==> config.mk <==
export PLATFORM = sky130hd
export DESIGN_NAME = microseq_flat
export DESIGN_NICKNAME = d
export VERILOG_FILES = /design/src/rtl/microseq_if.sv /design/src/rtl/microseq.sv /design/src/flat_wrapper.sv
export SDC_FILE = /design/constraint.sdc
export NUM_CORES = 1
export LEC_CHECK = 0
export CAP_MARGIN = 40
export CORE_UTILIZATION = 45
export DETAILED_ROUTE_END_ITERATION = 6
export HOLD_SLACK_MARGIN = 0.02
export PLACE_DENSITY = 0.77
export REMOVE_ABC_BUFFERS = 1
export SYNTH_ARGS = -nofsm -noshare
export SYNTH_HDL_FRONTEND = slang
export SYNTH_SLANG_ARGS = --single-unit
==> constraint.sdc <==
create_clock -name clk -period 4.27 [get_ports clk]
set_input_delay 0.854 -clock clk [delete_from_list [all_inputs] [get_ports clk]]
set_output_delay 0.854 -clock clk [all_outputs]
set_load 0.1 [all_outputs]
==> src/rtl/microseq_if.sv <==
// Sequencer bus: microcode ROM address/data plus the opcode handshake.
// Latency: n/a (signal bundle only).
// Backpressure: in_valid/in_ready; the sequencer stalls on a dispatch without in_valid.
//
// Members:
//   en        sequencing enable (env -> seq)
//   uinstr    ROM data for the current state (env -> seq)
//   in_valid  opcode source has data (env -> seq)
//   in_data   2-bit opcode (env -> seq)
//   state     current micro-state / ROM address (seq -> env)
//   in_ready  opcode consumed this cycle when in_valid (seq -> env)
//   done      one-cycle pulse after a return-to-0 step (seq -> env)
//   err       sticky illegal state/microinstruction flag (seq -> env)
//   disp_cnt  saturating count of accepted opcodes (seq -> env)
interface microseq_if;
  logic       en;
  logic [3:0] uinstr;
  logic       in_valid;
  logic [1:0] in_data;
  logic [3:0] state;
  logic       in_ready;
  logic       done;
  logic       err;
  logic [7:0] disp_cnt;

  modport master (
    input  en, uinstr, in_valid, in_data,
    output state, in_ready, done, err, disp_cnt
  );

  modport slave (
    output en, uinstr, in_valid, in_data,
    input  state, in_ready, done, err, disp_cnt
  );
endinterface

==> src/rtl/microseq.sv <==
// Microprogram sequencer: 4-bit state register addressing a 16x4 microcode ROM.
// Latency: one micro-step per clk; ROM data is used combinationally in the same cycle.
// Backpressure: a dispatch microinstruction stalls in place until in_valid; en=0 freezes everything.
//
// Ports:
//   clk    rising-edge clock
//   rst_n  asynchronous active-low reset
//   bus    microseq_if.master (ROM address/data, opcode handshake, status outputs)
module microseq (
  input  logic        clk,
  input  logic        rst_n,
  microseq_if.master  bus
);

  typedef enum logic [3:0] {
    UOP_INC    = 4'd0,
    UOP_DISP_A = 4'd1,
    UOP_DISP_B = 4'd2,
    UOP_JMP7   = 4'd3,
    UOP_RET    = 4'd4
  } uop_e;

  localparam logic [3:0] LAST_LEGAL = 4'd12;

  logic [3:0] state_q;
  logic       done_q;
  logic       err_q;
  logic [7:0] cnt_q;

  logic [3:0] nxt_state;
  logic       nxt_done;
  logic       set_err;
  logic       illegal_state;
  logic       is_disp;
  logic       ready;
  logic       xfer;

  function automatic logic [3:0] tab_a(input logic [1:0] op);
    case (op)
      2'd0:    return 4'd4;
      2'd1:    return 4'd5;
      default: return 4'd6;
    endcase
  endfunction

  function automatic logic [3:0] tab_b(input logic [1:0] op);
    case (op)
      2'd0:    return 4'd11;
      2'd1:    return 4'd12;
      2'd2:    return 4'd7;
      default: return 4'd0;
    endcase
  endfunction

  // in_ready never looks at in_valid, so the source may wait on it without a loop.
  always_comb begin
    illegal_state = (state_q > LAST_LEGAL);
    is_disp       = (bus.uinstr == UOP_DISP_A) || (bus.uinstr == UOP_DISP_B);
    ready         = bus.en && is_disp && !illegal_state;
    xfer          = ready && bus.in_valid;
  end

  // Next-state decode. A dispatch without in_valid keeps nxt_state = state_q (stall).
  always_comb begin
    nxt_state = state_q;
    nxt_done  = 1'b0;
    set_err   = 1'b0;
    if (illegal_state) begin
      nxt_state = 4'd0;
      set_err   = 1'b1;
    end else begin
      case (bus.uinstr)
        UOP_INC:    nxt_state = state_q + 4'd1;
        UOP_DISP_A: if (bus.in_valid) nxt_state = tab_a(bus.in_data);
        UOP_DISP_B: if (bus.in_valid) nxt_state = tab_b(bus.in_data);
        UOP_JMP7:   nxt_state = 4'd7;
        UOP_RET: begin
          nxt_state = 4'd0;
          nxt_done  = 1'b1;
        end
        default: begin
          nxt_state = 4'd0;
          set_err   = 1'b1;
        end
      endcase
    end
  end

  always_ff @(posedge clk or negedge rst_n) begin
    if (!rst_n) begin
      state_q <= 4'd0;
      done_q  <= 1'b0;
      err_q   <= 1'b0;
      cnt_q   <= 8'd0;
    end else if (bus.en) begin
      state_q <= nxt_state;
      done_q  <= nxt_done;
      if (set_err) err_q <= 1'b1;
      if (xfer && (cnt_q != 8'hFF)) cnt_q <= cnt_q + 8'd1;
    end else begin
      // Frozen, but a pending done pulse still retires so it stays one cycle wide.
      done_q <= 1'b0;
    end
  end

  assign bus.state    = state_q;
  assign bus.in_ready = ready;
  assign bus.done     = done_q;
  assign bus.err      = err_q;
  assign bus.disp_cnt = cnt_q;

endmodule

==> src/flat_wrapper.sv <==
// flat-port wrapper written by rule: the top's interface ports become plain ports
module microseq_flat 
  (clk, rst_n, bus_en, bus_uinstr, bus_in_valid, bus_in_data, bus_state, bus_in_ready, bus_done, bus_err, bus_disp_cnt);
  microseq_if bus_i ();
  input  logic clk;
  input  logic rst_n;
  input wire logic [$bits(bus_i.en)-1:0] bus_en;
  input wire logic [$bits(bus_i.uinstr)-1:0] bus_uinstr;
  input wire logic [$bits(bus_i.in_valid)-1:0] bus_in_valid;
  input wire logic [$bits(bus_i.in_data)-1:0] bus_in_data;
  output wire logic [$bits(bus_i.state)-1:0] bus_state;
  output wire logic [$bits(bus_i.in_ready)-1:0] bus_in_ready;
  output wire logic [$bits(bus_i.done)-1:0] bus_done;
  output wire logic [$bits(bus_i.err)-1:0] bus_err;
  output wire logic [$bits(bus_i.disp_cnt)-1:0] bus_disp_cnt;
  assign bus_i.en = bus_en;
  assign bus_i.uinstr = bus_uinstr;
  assign bus_i.in_valid = bus_in_valid;
  assign bus_i.in_data = bus_in_data;
  assign bus_state = bus_i.state;
  assign bus_in_ready = bus_i.in_ready;
  assign bus_done = bus_i.done;
  assign bus_err = bus_i.err;
  assign bus_disp_cnt = bus_i.disp_cnt;
  microseq u_core (.clk(clk), .rst_n(rst_n), .bus(bus_i));
endmodule
==> impl_metrics.py <==
metrics = {
    "run_status": {
        "status": "complete, no violations",
    },
    "worst_hold_path": {
        "hold_path_depth": 1,
        "hold_path_class": "register to register",
        "hold_path_startpoint": "u_core.bus.err",
        "min_to": "u_core.bus.err",
    },
    "drt": {
        "wl_met3_um": 68,
        "dr.pass1.iters": 4,
        "wl_met1_um": 922,
        "vias": 770,
        "drc": 0,
        "drt_iter0_drc": 16,
        "ant_nets": 0,
        "routed_wl_mm": 2.00,
        "met2WireLength_mm": 1.00,
        "avgRoutedWirePerCell_um": 12.6,
        "viasPerCell": 4.84,
        "highest_layer": "met4",
    },
    "critical_path": {
        "start_kind": "primary input",
        "rr_worst_depth": 6,
        "r2r_setup_slack_ns": 2.16,
        "arrival_ns": 2.56,
        "critPathKind": "primary input to output port",
        "required_ns": 3.42,
        "cp_max_fo": 11,
        "r2r_end": "u_core.bus.disp_cnt[1]",
        "reg2reg_from": "u_core.bus.state[0]",
        "crit_path_end_kind": "output port",
    },
    "clock_network": {
        "cts_resized": 0,
        "clock-sinks": 14,
        "cts-root-buf": "clkbuf_4",
        "cts_max_path_buffers": 2,
        "clkTransAtPathRegs_ns": 0.09,
        "cts_setup_buffers": 0,
        "ctsHtreeMaxLevel": 1,
        "cts_tree": "done",
        "cts_buffers": 3,
        "holdBufCountCts": 0,
        "clk_latency_ns": 0.28,
    },
    "logic_synthesis": {
        "synth_seq_area_share_pct": 38.8,
        "syn_avg_cell_area_sq_um": 9.50,
        "synth-adder-area-share_pct": 9.71,
        "synth_xor_area_share_pct": 9.71,
        "synth-compound-area-share_pct": 10.7,
        "synth_seq_cells": 14,
        "async_flop_share_pct": 100,
        "synth-simple-area-share_pct": 24.0,
        "yosys_warnings": 0,
        "synth_area_sq_um": 902,
        "muxShareOfSynthArea_pct": 2.50,
        "synth_edf_count": 0,
        "synth_top_family_by_area": "simple AND/OR/NAND/NOR gates",
        "synth_cells": 95,
        "ys_types": 30,
        "synth_top_flop_cell": "dfrtp_1",
    },
    "floorplan": {
        "num_rows": 15,
        "dieArea_sq_mm": 0.00219,
        "num_io_pins": 25,
        "die_w_um": 46.8,
        "core_area_sq_mm": 0.00180,
        "dieHeight_um": 46.8,
        "start_util_pct": 50.1,
    },
    "timing": {
        "rsz0062_at_grt": "false",
        "tns_ns": 0,
        "min_period_over_period_pct": 80.0,
        "min_period_ns": 3.41,
        "max_freq_mhz": 293,
        "hold_ws_ns": 0.479,
        "skew_ns": 0.0124,
        "worstMarginPinSlew_ns": 0.672,
        "slew_headroom_pct": 54.6,
        "final-hold-violation-count": 0,
        "final_max_slew_viol_count": 0,
        "setup_viol": 0,
    },
    "cells_and_area": {
        "stdcell_area_sq_mm": 0.00140,
        "antennaDiodeCount": 0,
        "final_cell_mix": "clkdlybuf4s50_1 (23), dfrtp_1 (14), buf_8 (14)",
        "syn2layout_area_growth_pct": 54.6,
        "final_nets": 152,
        "final_common_cell": "clkdlybuf4s50_1",
        "drive_gt1_share_pct": 18.7,
    },
    "power": {
        "p_leak_nw": 0.635,
        "cellPowerDensity_mw_per_mm2": 349,
        "ir_drop_mv": 0.310,
    },
    "global_route": {
        "grt_max_degree": 15,
        "first_global_vias": 707,
        "antenna_found_initial": 0,
        "grt.total_usage_pct": 20.9,
        "grt_pass1_wl_mm": 3.16,
        "overflow": 0,
    },
    "placement": {
        "globalplace.congestion": 0.791,
        "post_dp_cell_area_sq_mm": 0.00136,
        "dp_hpwl_mm": 1.64,
        "io_buffers": 24,
    },
    "job": {
        "max_cap_viol_count": 0,
    },
}
[worst max path at each step]
| stage | start | end | slack [ns] | cells after the start |
|---|---|---|---|---|
| 2_1_floorplan | u_core.bus.state[0] | bus_in_ready | 0.98 | 5 |
| 3_3_place_gp | bus_uinstr[0] | bus_in_ready | 0.90 | 5 |
| 3_5_place_dp | bus_uinstr[0] | bus_in_ready | 0.86 | 5 |
| 4_1_cts | bus_uinstr[0] | bus_in_ready | 0.86 | 5 |
| 5_1_grt | bus_uinstr[0] | bus_in_ready | 0.75 | 5 |
| 6_report | bus_uinstr[0] | bus_in_ready | 0.86 | 5 |
[metal layers]
layer,global-route usage (%),vias to the layer above
met5,0,-
met2,35.6,15
li1,-,408
met4,5.14,0
met3,6.15,2
met1,26.1,345
[registers in the layout (all words and copies together), names as in the netlist]
| register | count |
|---|---|
| u_core.bus.state | 4 |
| u_core.bus.err | 1 |
| u_core.bus.done | 1 |
| u_core.bus.disp_cnt | 8 |
[synth_stat cells, drive strengths merged (2+ instances only)]
| master | n | share of area (%) |
|---|---|---|
| dfrtp | 14 | 39 |
| buf | 2 | 2.1 |
| inv | 5 | 2.1 |
| o21ai | 7 | 3.9 |
| ha | 7 | 9.7 |
| nor3 | 4 | 2.2 |
| nor4 | 2 | 2.8 |
| a211oi | 2 | 1.7 |
| nand2 | 9 | 3.7 |
| nor2 | 10 | 4.2 |
| xnor2 | 2 | 1.9 |
| nand3 | 3 | 1.7 |
| mux2 | 2 | 2.5 |
| nand4 | 2 | 1.4 |
| nand2b | 2 | 1.4 |
| o211ai | 2 | 1.7 |
| and4 | 2 | 1.9 |
| xor2 | 8 | 7.8 |
| o31ai | 2 | 1.7 |
[layout make-up]
class / instances / area (sq um)
Multi-Input combinational cell: 73 / 510
Clock buffer: 4 / 36.3
Tap cell: 25 / 31.3
Inverter: 5 / 18.8
Fill cell: 139 / 407
Sequential cell: 14 / 350
Timing Repair Buffer: 38 / 448
[cells by family after synthesis]
logic type | Yosys count
compound gates | 15
xor+xnor | 10
fa+ha+maj | 7
buf+inv | 8
flops | 14
mux | 2
simple gates | 39
[critical path: stages]
cell and delay, ns:
clkdlybuf4s50_1 0.68, xnor2_1 0.16, or4_4 0.50, inv_1 0.08, buf_4 0.28
[power by group]
part           total (mW)  leakage [nW]  switching [mW]  internal [mW]
Clock              0.0965        0.0210          0.0447         0.0519
Sequential          0.161         0.185          0.0155          0.146
Combinational       0.229         0.429           0.144         0.0847
[per-stage QoR]
step | power [mW] | setup WS (ns) | utilization (%) | cells
final | 0.487 | 0.855 | 77.4 | 159
after global routing | 0.509 | 0.751 | 77.4 | 159
after CTS | 0.489 | 0.855 | 77.4 | 159
after detailed placement | 0.395 | 0.858 | 75.4 | 155
after global placement | 0.348 | 0.897 | 63.7 | 141
after floorplan | 0.296 | 0.979 | - | 92
Note: power is estimated with default switching activity, not from simulation.
